$ cat src/rtl/pipe_stall_ctrl_pkg.sv
// Shared stall-bus definitions for the pipeline stall sequencer.
package pipe_stall_ctrl_pkg;

  localparam int STALL_W = 6;

  // Per-request stall codes; a deeper request freezes every earlier stage.
  localparam logic [STALL_W-1:0] STALL_NONE = 6'b000000;
  localparam logic [STALL_W-1:0] STALL_IF   = 6'b000001;
  localparam logic [STALL_W-1:0] STALL_ID   = 6'b000011;
  localparam logic [STALL_W-1:0] STALL_EX   = 6'b000111;
  localparam logic [STALL_W-1:0] STALL_MEM  = 6'b001111;

  // Bit positions on the stall bus (bit 5 is reserved and always 0).
  localparam int STALL_PC    = 0;
  localparam int STALL_IFID  = 1;
  localparam int STALL_IDEX  = 2;
  localparam int STALL_EXMEM = 3;
  localparam int STALL_MEMWB = 4;

  // The codes are nested masks, so OR-ing them yields the deepest one.
  function automatic logic [STALL_W-1:0] merge_stall(input logic req_if,
                                                      input logic req_id,
                                                      input logic req_ex,
                                                      input logic req_mem);
    logic [STALL_W-1:0] code;
    code = STALL_NONE;
    if (req_if)  code = code | STALL_IF;
    if (req_id)  code = code | STALL_ID;
    if (req_ex)  code = code | STALL_EX;
    if (req_mem) code = code | STALL_MEM;
    return code;
  endfunction

endpackage

$ cat src/rtl/pipe_stall_ctrl_inst_hold_buf.sv
// Holds the word returned by the synchronous inst SRAM while IF/ID is frozen,
// so ID sees the word that belonged to the stalled fetch once the stall drops.
module inst_hold_buf (
  input  logic        clk,
  input  logic        rst,
  input  logic        hold_en,
  input  logic [31:0] rdata_in,
  output logic [31:0] inst_out
);

  logic        hold_valid_q, hold_valid_d;
  logic [31:0] hold_buf_q, hold_buf_d;

  // Capture on the first frozen cycle, keep through the stall, release after.
  always_comb begin
    hold_valid_d = hold_valid_q;
    hold_buf_d   = hold_buf_q;
    if (hold_en) begin
      if (!hold_valid_q) begin
        hold_valid_d = 1'b1;
        hold_buf_d   = rdata_in;
      end
    end else begin
      hold_valid_d = 1'b0;
    end
  end

  // Holding register with synchronous reset; a held word is dropped on reset.
  always_ff @(posedge clk) begin
    if (rst) begin
      hold_valid_q <= 1'b0;
      hold_buf_q   <= 32'h0;
    end else begin
      hold_valid_q <= hold_valid_d;
      hold_buf_q   <= hold_buf_d;
    end
  end

  // The held word stays visible for one cycle after release, then SRAM data.
  always_comb begin
    inst_out = rdata_in;
    if (!rst && hold_valid_q) inst_out = hold_buf_q;
  end

endmodule

$ cat src/rtl/pipe_stall_ctrl.sv
// Central stall/bubble sequencer: merges stage requests into the stall bus,
// holds the fetched word across IF/ID freezes, counts stalled cycles and
// raises a sticky watchdog when the PC stays frozen too long.
module pipe_stall_ctrl
  import pipe_stall_ctrl_pkg::*;
#(
  parameter int WDOG_CYCLES = 1024,
  parameter int CNT_W       = 32
) (
  input  logic               clk,
  input  logic               rst,
  input  logic               stallreq_for_if,
  input  logic               stallreq_for_id,
  input  logic               stallreq_for_ex,
  input  logic               stallreq_for_mem,
  input  logic [31:0]        inst_sram_rdata,
  output logic [STALL_W-1:0] stall,
  output logic [31:0]        inst_to_id,
  output logic [CNT_W-1:0]   stall_cnt,
  output logic               wdog_timeout
);

  localparam int                WDOG_W    = $clog2(WDOG_CYCLES + 1);
  localparam logic [WDOG_W-1:0] WDOG_MAX  = WDOG_W'(WDOG_CYCLES);
  localparam logic [WDOG_W-1:0] WDOG_TRIP = WDOG_W'(WDOG_CYCLES - 1);

  logic [CNT_W-1:0]  stall_cnt_q, stall_cnt_d;
  logic [WDOG_W-1:0] wdog_cnt_q, wdog_cnt_d;
  logic              wdog_timeout_q, wdog_timeout_d;

  // Zero-latency request merge; the bus is idle while reset is asserted.
  always_comb begin
    stall = STALL_NONE;
    if (!rst) begin
      stall = merge_stall(stallreq_for_if, stallreq_for_id,
                          stallreq_for_ex, stallreq_for_mem);
    end
  end

  inst_hold_buf u_hold (
    .clk      (clk),
    .rst      (rst),
    .hold_en  (stall[STALL_IFID]),
    .rdata_in (inst_sram_rdata),
    .inst_out (inst_to_id)
  );

  // Counter and watchdog next state: both advance only while the PC is frozen.
  always_comb begin
    stall_cnt_d    = stall_cnt_q;
    wdog_cnt_d     = '0;
    wdog_timeout_d = wdog_timeout_q;
    if (stall[STALL_PC]) begin
      stall_cnt_d = stall_cnt_q + 1'b1;
      wdog_cnt_d  = (wdog_cnt_q >= WDOG_MAX) ? WDOG_MAX : wdog_cnt_q + 1'b1;
      if (wdog_cnt_q >= WDOG_TRIP) wdog_timeout_d = 1'b1;
    end
  end

  // Performance counter and watchdog registers.
  always_ff @(posedge clk) begin
    if (rst) begin
      stall_cnt_q    <= '0;
      wdog_cnt_q     <= '0;
      wdog_timeout_q <= 1'b0;
    end else begin
      stall_cnt_q    <= stall_cnt_d;
      wdog_cnt_q     <= wdog_cnt_d;
      wdog_timeout_q <= wdog_timeout_d;
    end
  end

  assign stall_cnt    = stall_cnt_q;
  assign wdog_timeout = wdog_timeout_q;

endmodule

$ cat config.mk
export PLATFORM = sky130hd
export DESIGN_NAME = pipe_stall_ctrl
export DESIGN_NICKNAME = d
export VERILOG_FILES = /design/src/rtl/pipe_stall_ctrl_pkg.sv /design/src/rtl/pipe_stall_ctrl_inst_hold_buf.sv /design/src/rtl/pipe_stall_ctrl.sv
export SDC_FILE = /design/constraint.sdc
export NUM_CORES = 1
export LEC_CHECK = 0
export CORE_MARGIN = 2
export CORE_UTILIZATION = 47
export DETAILED_ROUTE_END_ITERATION = 8
export GPL_TIMING_DRIVEN = 0
export PLACE_DENSITY = 0.8
export SYNTH_ARGS = -nofsm -noshare
export SYNTH_HDL_FRONTEND = slang
export SYNTH_SLANG_ARGS = --single-unit
$ cat constraint.sdc
create_clock -name clk -period 2.2 [get_ports clk]
set_input_delay 0.44 -clock clk [delete_from_list [all_inputs] [get_ports clk]]
set_output_delay 0.44 -clock clk [all_outputs]
set_load 0.03 [all_outputs]
Word level (Yosys, flattened, before mapping) --
Cells that the tools add are included.
Storage, ports and cells: register bits after elaboration 77, input bits 38, output and inout port bits 71, word-level logic and storage cells 26
Operators by class: add/sub/neg operators 2, magnitude comparators 2, multiplexer cells 8, bitwise operators 2, reductions and logical operators 6
Operators with widths (number):
- $add 32x1->32 const B | 1
- $mux 32 | 1
- $add 11x1->11 const B | 1
- $ge 11x10->1 const B | 1
- $ge 11x11->1 const B | 1
- $mux 11 | 1
- $mux 6 | 1
- $mux 4 | 1
- $reduce_and 2->1 | 2
- $mux 3 | 1
- $reduce_or 3->1 | 1
- $mux 1 | 2
- $mux 2 | 1
- $not 1->1 | 2
- $reduce_or 2->1 | 1
- $logic_and 1x1->1 | 1
- $logic_not 1->1 | 1

Logic depth before layout (Yosys ltp) --
Gate-level depths: netlist of run 1.
word-level depth 7, depth in mapped cells 6, mapped depth without buffers 5

Modules after synthesis --
From an unflattened synthesis of run 1, not the netlist that was laid out.
Second synthesis, totals: cell total of the unflattened synthesis 435, area total of the unflattened synthesis 4165.2 um^2
By module, submodules not included:
- pipe_stall_ctrl | times used 1, cells each 251, area each 2148.3 um^2, seq. area each 880.8 um^2
- inst_hold_buf | times used 1, cells each 184, area each 2016.9 um^2, seq. area each 660.6 um^2

Worst setup path after synthesis of run 1 --
No wires, ideal clock.
path kind flip-flop to flip-flop, start point register stall_cnt_q[4], in the netlist stall_cnt[4], end point register stall_cnt_q[30], in the netlist stall_cnt[30], setup time 0.121 ns, data arrival time 2.080 ns, data required time 2.079 ns, setup slack 0.000 ns, stages on the path, launching flop included 6, buffers on the path 1, clock period less this slack 2.200 ns, cell sequence dfxtp_1 nand4_2 or4_1 clkbuf_2 nor4b_1 mux2_2
On the way: word-level cells in the longest chain between the ends 1
RTL lines:
- start, declared | line pipe_stall_ctrl.sv:27 | logic [CNT_W-1:0] stall_cnt_q, stall_cnt_d;
- start signal, assigned | line pipe_stall_ctrl.sv:67 | stall_cnt_q <= stall_cnt_d;
- $add 32x1->32 | line pipe_stall_ctrl.sv:54 | stall_cnt_d = stall_cnt_q + 1'b1;
Every way passes these cells. A chain may end at the register's enable or synchronous reset.

Worst setup path after layout of run 1 --
start point input port stallreq_for_if, end point register stall_cnt_q[30], in the netlist stall_cnt[30]
On the way: word-level cells in the longest chain between the ends 5
RTL lines:
- start, declared | line pipe_stall_ctrl.sv:12 | input logic stallreq_for_if,
- $mux 1 | line pipe_stall_ctrl_pkg.sv:27 | if (req_if) code = code | STALL_IF;
- $mux 2 | line pipe_stall_ctrl_pkg.sv:28 | if (req_id) code = code | STALL_ID;
- $mux 3 | line pipe_stall_ctrl_pkg.sv:29 | if (req_ex) code = code | STALL_EX;
- $mux 4 | line pipe_stall_ctrl_pkg.sv:30 | if (req_mem) code = code | STALL_MEM;
- $mux 6 | line pipe_stall_ctrl.sv:34 | if (!rst) begin
Every way passes these cells.

==> results.env, run 1 <==
YOSYS_WARNINGS=0
PLACE.PORT_BUFFERS=106
MAXSLEWVIOLCOUNT=0
SYNTH.DISTINCT_CELLS=40
HTREE_NUM_LEVELS=3
GLOBAL_ROUTE.USAGE.TOTAL=0.2230
SETUP_VIOL=0
CRITICAL_PATH.MAX_STAGE_DELAY_NS=0.53
HEIGHT_OF_THE_DIE_UM=92.17
AREA_GROWTH_SYN_TO_LAYOUT_PCT=38.42
FINALCOREUTILIZATION=0.6613
DRIVE_ABOVE_1_SHARE=0.2252
REG2REG_FROM='stall_cnt[0]'
SYNTH-EDFF-COUNT=0
SYNTH_TOP_CELL_BY_AREA='sky130_fd_sc_hd__dfxtp_1'
HP-CLASS='register to register'
STATIC-LEAKAGE-POWER_nW=1.841
MOST_FREQUENT_CELLS_IN_THE_LAYOUT='sky130_fd_sc_hd__nand2_1, sky130_fd_sc_hd__dfxtp_1, sky130_fd_sc_hd__clkdlybuf4s50_1, sky130_fd_sc_hd__o21ai_0, sky130_fd_sc_hd__mux2_2'
YOSYSTOPAREACELLSHARE=0.4219
NUM_ROWS=32
POST_SYNTH_INST_COUNT=436
CTS_BUFFER_DEPTH=2
CLKSINKCOUNT=77
CRIT_SLOWEST_CELL='sky130_fd_sc_hd__clkdlybuf4s50_1'
MULTI_INPUT_AREA_UM2=2017
WORST_R2R_END='stall_cnt[30]'
SETUP.WORST_PATH.START='stallreq_for_if'
DRT_ITER0_DRC=208
PWR_DENSITY_CELL_nW_PER_UM2=607.6
IR_WORST_VDD_V=0.0003792
IOS=109
CRITICAL_PATH.N_BUFFERS_INVERTERS=3
TIGHTEST_SLEW_NS=0.8341
DIE_AREA_UM2=8494
FIRST_GLOBAL_VIAS=3355
INITIAL_CELL_DENSITY_OF_THE_CORE=0.4777
PERIOD_SHARE=0.9905
DRT_PASS1_ITERATIONS=7
DIE_W_UM=92.17
CORE_REGION_AREA_UM2=7647
CTS-ROOT-BUF='sky130_fd_sc_hd__clkbuf_8'
GRT.BUSIEST_LAYER='met2'
HOLD_END='u_hold.hold_buf_q[17]'
TIMING.CRITICAL_PATH.MAX_DELAY_FAMILY='buffers and inverters'
GP_CONGESTION=0.8139
POSTCTSHOLDBUFS=0
ANTENNA_VIOLATIONS_BEFORE_REPAIR=0
DETAIL-ROUTE-ANTENNA-NETS=0
CLK_LATENCY_NS=0.34
FIN_SKEW_NS=0.006447
MEAN_CELL_AREA_OF_THE_MAPPED_NETLIST_UM2=8.380
SYNTH_AREA_LEADERS='sky130_fd_sc_hd__dfxtp_1, sky130_fd_sc_hd__mux2_2, sky130_fd_sc_hd__nand2_1'
POST-PLACE-WS_NS=-1.508
FINAL_NETS=600
FIN_HOLD_WS_NS=0.4557
SYNTH_FF_TYPE='sky130_fd_sc_hd__dfxtp_1'
NATURE_OF_THE_CRITICAL_PATH_ENDPOINT='register'
REPORT.FINAL.HOLD_VIOL_COUNT=0
PATH_CLASS='input port to register'
GLOBAL_ROUTE.USAGE.MET3=0.04273
WORST-ENDPOINT-REQUIRED_NS=2.43
GRT_START_MAX_NET_PINS=14
REG2REGPATHDEPTH=6
VIA_COUNT=3640
ORDERED_CELL_LIST_FOR_THE_CRITICAL_PATH='clkdlybuf4s50_1 > nor4_4 > buf_4 > or3_4 > buf_4 > nor4b_2 > mux2_2'
ROUTED_VIA_DENSITY=5.465
P_TOTAL_W=0.003073
WORST_SETUP_PATH_START_KIND='input port'
WORST_HOLD_PATH.NUM_CELLS=2
LAYOUT.CELLS.MOST_COMMON='sky130_fd_sc_hd__nand2_1'
SYNTHESIS.AREA_UM2=3654
WORST-R2R-SETUP-SLACK_NS=0.05
NUMCTSBUFFERS=9
GR-USAGE-MET2=0.3811
AREA.SEQUENTIAL_UM2=1548
OVERFLOW=0
CPMOSTUSEDCELL='sky130_fd_sc_hd__buf_4'
HP-START='u_hold.hold_buf_q[17]'
FMAX_MHz=458.9
DETAIL_ROUTE.WL_PER_CELL_UM=14.67
CP.ARRIVAL_NS=2.41
ROUTE.FINAL.WIRE_LENGTH_UM=9771
TIMING.CRITICAL_PATH.FANOUT_MAX=10
GRT_PASS1_WL_UM=15510
TIMING.FINAL.WS_SETUP_NS=0.02080
SYNTH-ASYNC-RESET-RATIO=0
PERIOD_NEEDED_NS=2.179
MET1_USAGE=0.2766
CTS_TREE='built'
PLACE.DETAILED.HPWL_UM=6705
DRCVIOLATIONCOUNT=0
OUTCOME='finished clean'
CLK_PIN_SLEW_NS=0.08
NFILLCELLS=636
YS_SEQ_AREA_FRAC=0.4219
SYNTH-SEQ-CELLS=77
ANTENNA_CELLS=0
MAXCAPVIOLATIONS=0
SLEW-LIMIT-HEADROOM=0.4397
==> state kept, by name, summed over array words and instances (netlist names) <==
name,cells
u_hold.hold_valid_q,1
wdog_timeout,1
wdog_cnt_q,11
u_hold.hold_buf_q,32
stall_cnt,32
==> where the power goes <==
part,internal (W),switching (W),total (W)
sequential,0.00145,0.0000398,0.00149
clock,0.000551,0.000520,0.00107
combinational,0.000213,0.000296,0.000509
==> synth_stat cells, types with 2 or more instances <==
cell type and count:
sky130_fd_sc_hd__buf_4 3, sky130_fd_sc_hd__and4_1 3, sky130_fd_sc_hd__nand3_1 13, sky130_fd_sc_hd__nor3_1 9, sky130_fd_sc_hd__nor4_1 5, sky130_fd_sc_hd__nand4_1 11
sky130_fd_sc_hd__inv_1 11, sky130_fd_sc_hd__dfxtp_1 77, sky130_fd_sc_hd__xor2_1 9, sky130_fd_sc_hd__clkbuf_1 20, sky130_fd_sc_hd__o311ai_0 3, sky130_fd_sc_hd__ha_1 3
sky130_fd_sc_hd__xnor2_1 6, sky130_fd_sc_hd__or3_1 7, sky130_fd_sc_hd__buf_2 5, sky130_fd_sc_hd__nor2b_1 4, sky130_fd_sc_hd__o31ai_1 8, sky130_fd_sc_hd__o21ai_0 39
sky130_fd_sc_hd__nor2_1 27, sky130_fd_sc_hd__a21oi_1 21, sky130_fd_sc_hd__or2_2 5, sky130_fd_sc_hd__o41ai_1 4, sky130_fd_sc_hd__nor4b_1 2, sky130_fd_sc_hd__and3_1 2
sky130_fd_sc_hd__nand2_1 77, sky130_fd_sc_hd__or4_1 13, sky130_fd_sc_hd__mux2_2 35, sky130_fd_sc_hd__nand4_2 2
==> tightest hold or removal path, delay by kind of cell, from the launching register on <==
family / cells / cell delay, ns
flops: 1 / 0.31
compound gates: 1 / 0.06
simple gates: 1 / 0.05
==> cells by family after synthesis <==
family	count (synthesis)	synth area share
flops	77	0.4219
other cells	1	0.001026
buf+inv	42	0.04828
xor+xnor	15	0.03596
compound gates	77	0.1199
mux	36	0.1106
simple gates	185	0.2521
fa+ha+maj	3	0.01028
==> layer usage <==
metal  up-vias  share of wire
met1      1696           0.43
met4         0          0.015
met2       147           0.49
met5         -              0
li1       1777              -
met3        20          0.073
==> cell type report <==
type,instances,area share
inverter,12,0.009896
multi-input combinational,318,0.3988
timing repair buffer,111,0.1836
tap,102,0.02523
clock inverter,6,0.01237
sequential,77,0.3060
clock buffer,10,0.02721
buffer,30,0.03686
==> metrics by stage <==
| stage | setup TNS (ns) | area [um2] | std cells |
|---|---|---|---|
| global placement | -77.64 | 4847 | 645 |
| CTS | -0.09074 | 5012 | 665 |
| detailed placement | -77.97 | 4847 | 645 |
| finish | 0 | 5057 | 666 |
| floorplan | 0 | 3659 | 437 |
| global route | -0.02684 | 5057 | 666 |
==> worst max path at each step <==
stage / to / slack [ns] / cells after the start
floorplan: stall_cnt[30] / 0.0009 / 5
CTS: inst_to_id[2] / -0.09 / 7
global route: stall_cnt[30] / -0.02 / 5
detailed placement: inst_to_id[2] / -1.51 / 7
finish: stall_cnt[30] / 0.02 / 7
global placement: inst_to_id[25] / -1.52 / 7
==> repair_timing <==
item | 4_1_cts | 5_1_grt
pin swaps | 1 | 2
setup buffers | 4 | 1
gates resized for setup | 189 | 25
gates cloned | 0 | 0
setup endpoints to repair | 71 | 47
(Power assumes the default switching activity.)
==> run 2: changes to the inputs <==
--- a/config.mk
+++ b/config.mk
@@ -5,6 +5,7 @@
 export SDC_FILE = /design/constraint.sdc
 export NUM_CORES = 1
 export LEC_CHECK = 0
+export CAP_MARGIN = 20
 export CORE_MARGIN = 2
 export CORE_UTILIZATION = 47
 export DETAILED_ROUTE_END_ITERATION = 8
==> run 2 against run 1 <==
Effect of this change: non-clock buffer count rose by 1; setup slack better by 0.019 ns; utilization shrank 0.15 points; wire length fell by 1.4%; final cell count increased by 0.15%; clock skew up 0.0019 ns; sequential cell count unchanged; largest power group unchanged.
==> results.env, run 2 (synthesis gave the netlist of run 1 again) <==
TIGHTEST_SLEW_NS=0.8357  # was 0.8341 ns
HEIGHT_OF_THE_DIE_UM=92.17  # unchanged
OUTCOME='finished clean'  # unchanged
HTREE_NUM_LEVELS=3  # unchanged
DRT_PASS1_ITERATIONS=4  # was 7
DETAIL-ROUTE-ANTENNA-NETS=0  # unchanged
MULTI_INPUT_AREA_UM2=2002  # was 2017 um2
FIN_SKEW_NS=0.008302  # was 0.006447 ns
NATURE_OF_THE_CRITICAL_PATH_ENDPOINT='register'  # unchanged
CTS-ROOT-BUF='sky130_fd_sc_hd__clkbuf_8'  # unchanged
ROUTE.FINAL.WIRE_LENGTH_UM=9631  # was 9771 um
MAXCAPVIOLATIONS=0  # unchanged
PERIOD_SHARE=0.9819  # was 0.9905
PLACE.PORT_BUFFERS=106  # unchanged
DIE_W_UM=92.17  # unchanged
DRIVE_ABOVE_1_SHARE=0.2265  # was 0.2252
CORE_REGION_AREA_UM2=7647  # unchanged
NUM_ROWS=32  # unchanged
CLK_PIN_SLEW_NS=0.08  # about the same
DETAIL_ROUTE.WL_PER_CELL_UM=14.44  # was 14.67 um
CTS_BUFFER_DEPTH=2  # unchanged
ANTENNA_CELLS=0  # unchanged
NFILLCELLS=634  # was 636
CLK_LATENCY_NS=0.34  # about the same
DRT_ITER0_DRC=136  # was 208
DRCVIOLATIONCOUNT=0  # unchanged
GLOBAL_ROUTE.USAGE.TOTAL=0.2230  # unchanged
REPORT.FINAL.HOLD_VIOL_COUNT=0  # unchanged
PERIOD_NEEDED_NS=2.160  # was 2.179 ns
AREA.SEQUENTIAL_UM2=1549  # was 1548 um2
DIE_AREA_UM2=8494  # unchanged
FMAX_MHz=462.9  # was 458.9 MHz
NUMCTSBUFFERS=9  # unchanged
PWR_DENSITY_CELL_nW_PER_UM2=609.4  # was 607.6 nW/um2
FIRST_GLOBAL_VIAS=3355  # unchanged
IR_WORST_VDD_V=0.0003793  # was 0.0003792 V
HP-CLASS='register to register'  # unchanged
IOS=109  # unchanged
CLKSINKCOUNT=77  # unchanged
TNS_NS=0  # unchanged
MOST_FREQUENT_CELLS_IN_THE_LAYOUT='sky130_fd_sc_hd__nand2_1, sky130_fd_sc_hd__dfxtp_1, sky130_fd_sc_hd__clkdlybuf4s50_1, sky130_fd_sc_hd__o21ai_0, sky130_fd_sc_hd__mux2_2'  # unchanged
CTS_TREE='built'  # unchanged
GP_CONGESTION=0.8139  # unchanged
GRT_START_MAX_NET_PINS=14  # unchanged
OVERFLOW=0  # unchanged
TIMING.CRITICAL_PATH.FANOUT_MAX=10  # unchanged
WORST_SETUP_PATH_START_KIND='input port'  # unchanged
LAYOUT.CELLS.MOST_COMMON='sky130_fd_sc_hd__nand2_1'  # unchanged
VIA_COUNT=3570  # was 3640
POST_LAYOUT_NONFILLER_INSTANCES=667  # was 666
STATIC-LEAKAGE-POWER_nW=1.840  # was 1.841 nW
AREA_GROWTH_SYN_TO_LAYOUT_PCT=38.12  # was 38.42%
INITIAL_CELL_DENSITY_OF_THE_CORE=0.4777  # unchanged
PLACEDCELLCOUNT=645  # unchanged
CP.ARRIVAL_NS=2.39  # was 2.41 ns
ANTENNA_VIOLATIONS_BEFORE_REPAIR=0  # unchanged
SETUP_VIOL=0  # unchanged
PLACE.DETAILED.HPWL_UM=6705  # unchanged
ROUTED_VIA_DENSITY=5.352  # was 5.465
WORST-ENDPOINT-REQUIRED_NS=2.43  # about the same
GRT_PASS1_WL_UM=15510  # unchanged
PATH_CLASS='input port to register'  # unchanged
MAXSLEWVIOLCOUNT=0  # unchanged
FINAL_NETS=601  # was 600
SLEW-LIMIT-HEADROOM=0.4386  # was 0.4397
==> run 2: cell count changes in the layout (fill, tap and decap cells not counted) <==
cell,before,now
sky130_fd_sc_hd__dfxtp_1,72,71
sky130_fd_sc_hd__nor4_2,1,0
sky130_fd_sc_hd__clkbuf_4,2,1
sky130_fd_sc_hd__nor4_1,3,4
sky130_fd_sc_hd__dfxtp_2,5,6
sky130_fd_sc_hd__buf_2,31,33
sky130_fd_sc_hd__nand4_2,1,2
sky130_fd_sc_hd__nand4_4,1,0
==> run 2: report_power, final <==
group          switching, W  total, W  internal, W
combinational      0.000295  0.000508     0.000212
clock              0.000524   0.00107     0.000551
sequential        0.0000401   0.00149      0.00145
total              0.000859   0.00308      0.00222
==> run 2: per-layer routing <==
metal	share of wire	routed length [um]	GRT usage
met5	0	0	0
met4	0.014	132	0.08831
met1	0.45	4297	0.2766
met3	0.054	517	0.04273
met2	0.49	4683	0.3811
==> run 2: layout make-up <==
class                   instances  area share
multi-input cells             318      0.3967
clock inverters                 6     0.01240
repair buffers                112      0.1845
inverters                      12    0.009918
well taps                     102     0.02529
plain buffers                  30     0.03695
clock buffers                  10     0.02727
flip-flops and latches         77      0.3070
==> run 2: final timing paths <==
path                               from                    end  slack (ns)  cells after the start
setup / recovery        stallreq_for_if          stall_cnt[30]        0.04                      7
hold / removal    u_hold.hold_buf_q[17]  u_hold.hold_buf_q[17]        0.46                      2
setup reg to reg           stall_cnt[1]          stall_cnt[30]        0.08                      6
hold reg to reg   u_hold.hold_buf_q[17]  u_hold.hold_buf_q[17]        0.46                      2
==> run 2: what timing repair did <==
action / CTS / global route
buffers inserted: 4 / 1
pin swaps: 1 / 2
endpoints found under the setup margin: 71 / 44
hold buffers: 0 / 0
gates resized for setup: 189 / 23
==> run 2: per-stage QoR <==
step           hold WS (ns)  area (um2)  power [W]  worst slack [ns]    util
6_report             0.4550        5046   0.003075           0.03989  0.6598
5_1_grt              0.4812        5046   0.003202          -0.01706  0.6598
4_1_cts              0.4606        5012   0.003096          -0.09074  0.6554
3_5_place_dp         0.4438        4847   0.002062            -1.508  0.6338
3_3_place_gp         0.4426        4847   0.002052            -1.516  0.6338
2_1_floorplan        0.4335        3659   0.001824         0.0009217       -
==> run 2: critical path, cell delays in order <==
cell and delay (ns):
sky130_fd_sc_hd__clkdlybuf4s50_1 0.53, sky130_fd_sc_hd__nor4_4 0.06, sky130_fd_sc_hd__buf_4 0.16, sky130_fd_sc_hd__or3_4 0.40
sky130_fd_sc_hd__buf_4 0.19, sky130_fd_sc_hd__nor4b_2 0.26, sky130_fd_sc_hd__mux2_2 0.35
